**config.mk**
```make
export PLATFORM = sky130hd
export DESIGN_NAME = painterengine_gpu_display_timing
export DESIGN_NICKNAME = d
export VERILOG_FILES = /design/src/rtl/painterengine_gpu_display_timing.sv
export SDC_FILE = /design/constraint.sdc
export NUM_CORES = 1
export LEC_CHECK = 0
export CAP_MARGIN = 5
export CELL_PAD_IN_SITES_DETAIL_PLACEMENT = 2
export CELL_PAD_IN_SITES_GLOBAL_PLACEMENT = 2
export CORE_MARGIN = 1
export CORE_UTILIZATION = 25
export CTS_BUF_LIST = sky130_fd_sc_hd__clkbuf_2 sky130_fd_sc_hd__clkbuf_4 sky130_fd_sc_hd__clkbuf_8
export DETAILED_ROUTE_END_ITERATION = 6
export GPL_TIMING_DRIVEN = 0
export PLACE_DENSITY_LB_ADDON = 0.1
export SETUP_SLACK_MARGIN = 0.5
export SLEW_MARGIN = 20
export SYNTH_ARGS = -nofsm -noshare
export SYNTH_HDL_FRONTEND = slang
export SYNTH_SLANG_ARGS = --single-unit
```
**constraint.sdc**
```tcl
create_clock -name i_wire_clock -period 4.8 [get_ports i_wire_clock]
set_input_delay 0.96 -clock i_wire_clock [delete_from_list [all_inputs] [get_ports i_wire_clock]]
set_output_delay 0.96 -clock i_wire_clock [all_outputs]
set_load 0.02 [all_outputs]
```
**src/rtl/painterengine_gpu_display_timing.sv**
```systemverilog
// Raster timing generator: pixel-rate tick, hsync/vsync, data enable, x/y and frame strobes.
// Optional: define PAINTERENGINE_GPU_TIMING_FRAME_COUNT_EN to add the o_wire_frame_count output.
module painterengine_gpu_display_timing #(
   parameter int unsigned H_ACTIVE    = 640,
   parameter int unsigned H_FP        = 16,
   parameter int unsigned H_SYNC      = 96,
   parameter int unsigned H_BP        = 48,
   parameter int unsigned V_ACTIVE    = 480,
   parameter int unsigned V_FP        = 10,
   parameter int unsigned V_SYNC      = 2,
   parameter int unsigned V_BP        = 33,
   parameter int unsigned CLK_DIV     = 2,
   parameter logic        SYNC_ACTIVE = 1'b0
) (
   input  logic        i_wire_clock,
   input  logic        i_wire_reset,
   input  logic        i_wire_enabled,
   output logic        o_wire_hsync,
   output logic        o_wire_vsync,
   output logic        o_wire_de,
   output logic [11:0] o_wire_x,
   output logic [11:0] o_wire_y,
   output logic        o_wire_pixel_tick,
   output logic        o_wire_frame_start
`ifdef PAINTERENGINE_GPU_TIMING_FRAME_COUNT_EN
   ,
   output logic [15:0] o_wire_frame_count
`endif
);

   localparam int unsigned H_TOTAL = H_ACTIVE + H_FP + H_SYNC + H_BP;
   localparam int unsigned V_TOTAL = V_ACTIVE + V_FP + V_SYNC + V_BP;
   localparam int unsigned DIV_W   = (CLK_DIV > 1) ? $clog2(CLK_DIV) : 1;

   localparam logic [DIV_W-1:0] DIV_LAST = DIV_W'(CLK_DIV - 1);
   localparam logic [11:0] H_LAST   = 12'(H_TOTAL - 1);
   localparam logic [11:0] V_LAST   = 12'(V_TOTAL - 1);
   localparam logic [11:0] H_VIS    = 12'(H_ACTIVE);
   localparam logic [11:0] V_VIS    = 12'(V_ACTIVE);
   localparam logic [11:0] HS_START = 12'(H_ACTIVE + H_FP);
   localparam logic [11:0] HS_END   = 12'(H_ACTIVE + H_FP + H_SYNC);
   localparam logic [11:0] VS_START = 12'(V_ACTIVE + V_FP);
   localparam logic [11:0] VS_END   = 12'(V_ACTIVE + V_FP + V_SYNC);

   typedef enum logic {IDLE, RUN} state_t;

   state_t           state;
   logic [DIV_W-1:0] div;
   logic [11:0]      hcnt;
   logic [11:0]      vcnt;
   logic [11:0]      hnext;
   logic [11:0]      vnext;
   logic             pixel_edge;
   logic             frame_edge;

   // The first edge out of IDLE loads pixel (0,0) exactly like a regular pixel boundary.
   always_comb begin
      pixel_edge = (state == IDLE) || (div == DIV_LAST);
      hnext      = '0;
      vnext      = '0;
      if (state == RUN) begin
         hnext = (hcnt == H_LAST) ? '0 : hcnt + 12'd1;
         vnext = vcnt;
         if (hcnt == H_LAST) begin
            vnext = (vcnt == V_LAST) ? '0 : vcnt + 12'd1;
         end
      end
      frame_edge = pixel_edge && (hnext == '0) && (vnext == '0);
   end

   always_ff @(posedge i_wire_clock) begin
      if (i_wire_reset || !i_wire_enabled) begin
         state              <= IDLE;
         div                <= '0;
         hcnt               <= '0;
         vcnt               <= '0;
         o_wire_hsync       <= ~SYNC_ACTIVE;
         o_wire_vsync       <= ~SYNC_ACTIVE;
         o_wire_de          <= 1'b0;
         o_wire_pixel_tick  <= 1'b0;
         o_wire_frame_start <= 1'b0;
      end else if (pixel_edge) begin
         state              <= RUN;
         div                <= '0;
         hcnt               <= hnext;
         vcnt               <= vnext;
         o_wire_de          <= (hnext < H_VIS) && (vnext < V_VIS);
         o_wire_hsync       <= (hnext >= HS_START && hnext < HS_END) ? SYNC_ACTIVE : ~SYNC_ACTIVE;
         o_wire_vsync       <= (vnext >= VS_START && vnext < VS_END) ? SYNC_ACTIVE : ~SYNC_ACTIVE;
         o_wire_pixel_tick  <= 1'b1;
         o_wire_frame_start <= frame_edge;
      end else begin
         div                <= div + DIV_W'(1);
         o_wire_pixel_tick  <= 1'b0;
         o_wire_frame_start <= 1'b0;
      end
   end

   assign o_wire_x = hcnt;
   assign o_wire_y = vcnt;

`ifdef PAINTERENGINE_GPU_TIMING_FRAME_COUNT_EN
   // Held across disable; only reset clears it.
   always_ff @(posedge i_wire_clock) begin
      if (i_wire_reset) begin
         o_wire_frame_count <= '0;
      end else if (i_wire_enabled && frame_edge) begin
         o_wire_frame_count <= o_wire_frame_count + 16'd1;
      end
   end
`endif

endmodule

```
==> impl_metrics.json <==
{
  "status": "complete, no violations",
  "clockBufferDepth": 2,
  "grt_max_degree": 11,
  "power.density_nw_per_um2": 196,
  "final.fill_count": 937,
  "cp-start-kind": "flop",
  "hold_viol_final": 0,
  "vias_per_cell": 5.51,
  "grt.overflow.total": 0,
  "synth-adder-area-share": 0.0181,
  "rows": 32,
  "grt_pass1_vias": 2434,
  "yosysWarningCount": 0,
  "synth_common_cells": "dfxtp_1 (31), o21ai_0 (30), nand2_1 (26)",
  "clk_latency_ps": 300,
  "synth_compound_area_frac": 0.258,
  "start_util": 0.263,
  "rr_startpoint": "o_wire_x[1]$_SDFFE_PP0P_",
  "rsz0062_at_grt": "false",
  "synth.net_count": 284,
  "io_buffers": 31,
  "cts_tree": "done",
  "max_freq_ghz": 0.288,
  "skew_ps": 13.4,
  "gp_congestion": 0.769,
  "numClockSinks": 31,
  "clkTransAtPathRegs_ps": 80,
  "postCtsSetupBuffers": 0,
  "reg2reg_slack_ps": 1330,
  "dp_hpwl_mm": 5.95,
  "cts_resized": 0,
  "synth.area.mux_share": 0.0102,
  "areaGrowthSynthToFinish_pct": 25.3,
  "fin_hold_ws_ps": 496,
  "grt_pass1_wl_mm": 13.0,
  "drv_cap": 0,
  "nets": 322,
  "synth_area_um2": 2080,
  "ctsHoldBuffers": 0,
  "die_w_um": 93.2,
  "die_h_um": 93.2,
  "ys_types": 49,
  "synth_xor_area_frac": 0.0464,
  "worstMarginPinSlew_ps": 992,
  "cts-root-buf": "clkbuf_8",
  "yosys_most_used_dff": "dfxtp_1",
  "detail_route.iter0.violations": 47,
  "coreArea_um2": 7890,
  "dieArea_um2": 8680,
  "antenna_left": 0,
  "drt-total-wl_mm": 8.04,
  "dr.pass1.iters": 4,
  "holdPathEnd": "o_wire_de$_SDFFE_PP0P_",
  "synthCells": 278,
  "total_power_w": 0.000509,
  "ys_async_sr_fraction": 0,
  "min_period_ps": 3470,
  "synth.top_cell.area_share": 0.299,
  "drc": 0,
  "r2r_end": "o_wire_x[11]$_SDFFE_PP0P_",
  "hold_path_class": "flop to flop",
  "synth_top_cell_by_area": "dfxtp_1",
  "ys_top_cells_by_area": "dfxtp_1 (30%), o21ai_0 (7.2%), nand2_1 (4.7%), nand3_1 (3.9%), nor2_1 (3.6%)",
  "leakagePower_nw": 0.808,
  "maxSlewViolCount": 0,
  "setup_tns_ps": 0,
  "worstPathMaxFanout": 10,
  "yosys.area_share.simple": 0.310,
  "reg2regPathDepth": 10,
  "drive_gt1_frac": 0.0475,
  "diodes": 0,
  "min_period_over_period": 0.723,
  "num_vias": 2305,
  "syn_avg_cell_area_um2": 7.47,
  "avgRoutedWirePerCell_um": 19.2,
  "cp-end-kind": "flop",
  "max-vdd-ir-drop_v": 0.0000838,
  "cp.arrival_ps": 3630,
  "yosys_register_bits": 31,
  "hold_depth": 2,
  "setup-violations-final": 0,
  "antenna_found_initial": 0,
  "slew_headroom": 0.333,
  "hold_start": "o_wire_de$_SDFFE_PP0P_",
  "synth.most_common_cell": "dfxtp_1",
  "cts_buffers": 5,
  "cp.required_ps": 4960,
  "yosysSeqAreaShare": 0.299,
  "synth_edf_count": 0,
  "io-pin-count": 32,
  "track_usage": 0.194,
  "synth_top_family_by_area": "simple AND/OR/NAND/NOR gates",
  "worstSetupPathType": "flop to flop",
  "h-tree-depth": 2
}
==> layer usage <==
metal,up-vias,global-route usage,part of all wire
met3,6,0.0317,0.022
li1,1120,-,-
met4,0,0.0321,0.0063
met2,26,0.353,0.50
met5,-,0,0
met1,1153,0.243,0.47
==> placed cells by master (no fill, tap or decap), types with 3 or more instances in the layout <==
cell type,Yosys,final
a21oi_1,10,10
a31oi_1,11,11
and2_1,5,5
and4_1,4,4
buf_2,5,5
clkbuf_1,17,17
clkbuf_8,0,6
clkdlybuf4s50_1,0,31
dfxtp_1,31,31
ha_1,3,3
inv_1,9,9
nand2_1,26,26
nand2b_1,5,5
nand3_1,16,16
nand4_1,10,10
nor2_1,20,20
nor3_1,4,4
nor4_1,3,3
nor4b_1,3,3
o21ai_0,30,30
o31ai_1,9,9
or3_1,4,4
or4_1,6,6
xnor2_1,5,5
xor2_1,6,6
==> through the flow <==
step	util	worst slack [ps]	std cells	cell area, um2
final	0.330	1330	418	2600
after global routing	0.330	993	418	2600
after CTS	0.330	1300	418	2600
after detailed placement	0.319	1300	411	2510
after global placement	0.319	1400	411	2510
after floorplan	-	2160	278	2080
==> sequential cells by signal, summed over array words and instances (netlist names) <==
name	count
state	1
o_wire_frame_start	1
o_wire_y	12
div	1
o_wire_pixel_tick	1
o_wire_x	12
o_wire_hsync	1
o_wire_vsync	1
o_wire_de	1
==> logic make-up after synthesis <==
logic type | after synthesis
buf+inv | 31
fa+ha+maj | 3
compound gates | 84
xor+xnor | 11
flops | 31
simple gates | 116
mux | 2
==> worst max-delay path, stage by stage (launching register included) <==
cell and delay [ps]:
dfxtp_1 450, ha_1 190, buf_2 190, nand4_1 410
or3_1 550, clkbuf_1 310, nand3_1 410, clkbuf_1 480
o21ai_0 190, nand2_1 100, o41ai_1 60
==> power by group <==
part | switching (W) | total [W] | leakage, nW | internal (W)
Clock | 0.000116 | 0.000228 | 0.0470 | 0.000113
Sequential | 0.00000133 | 0.000260 | 0.251 | 0.000259
Combinational | 0.0000132 | 0.0000207 | 0.510 | 0.00000751
Total | 0.000130 | 0.000509 | 0.808 | 0.000379
==> final cells by class <==
type                    instances  area [um2]  share of cell area
repair buffers                 31         310               0.119
clock inverters                 1        5.00             0.00192
clock buffers                   6        82.6              0.0317
multi-input cells             216        1330               0.512
flip-flops and latches         31         621               0.238
well taps                     102         128              0.0490
inverters                       9        33.8              0.0130
plain buffers                  22        88.8              0.0341
==> worst max path at each step <==
stage	startpoint	end	depth (start not counted)
floorplan	o_wire_y[0]$_SDFFE_PP0P_	o_wire_frame_start$_SDFF_PP0_	10
global placement	o_wire_x[1]$_SDFFE_PP0P_	o_wire_x[11]$_SDFFE_PP0P_	10
detailed placement	o_wire_x[1]$_SDFFE_PP0P_	o_wire_x[11]$_SDFFE_PP0P_	10
CTS	o_wire_x[0]$_SDFFE_PP0P_	o_wire_x[11]$_SDFFE_PP0P_	10
global route	o_wire_x[0]$_SDFFE_PP0P_	o_wire_x[11]$_SDFFE_PP0P_	10
finish	o_wire_x[1]$_SDFFE_PP0P_	o_wire_x[11]$_SDFFE_PP0P_	10
No activity file was read; power rests on OpenSTA's default activity.
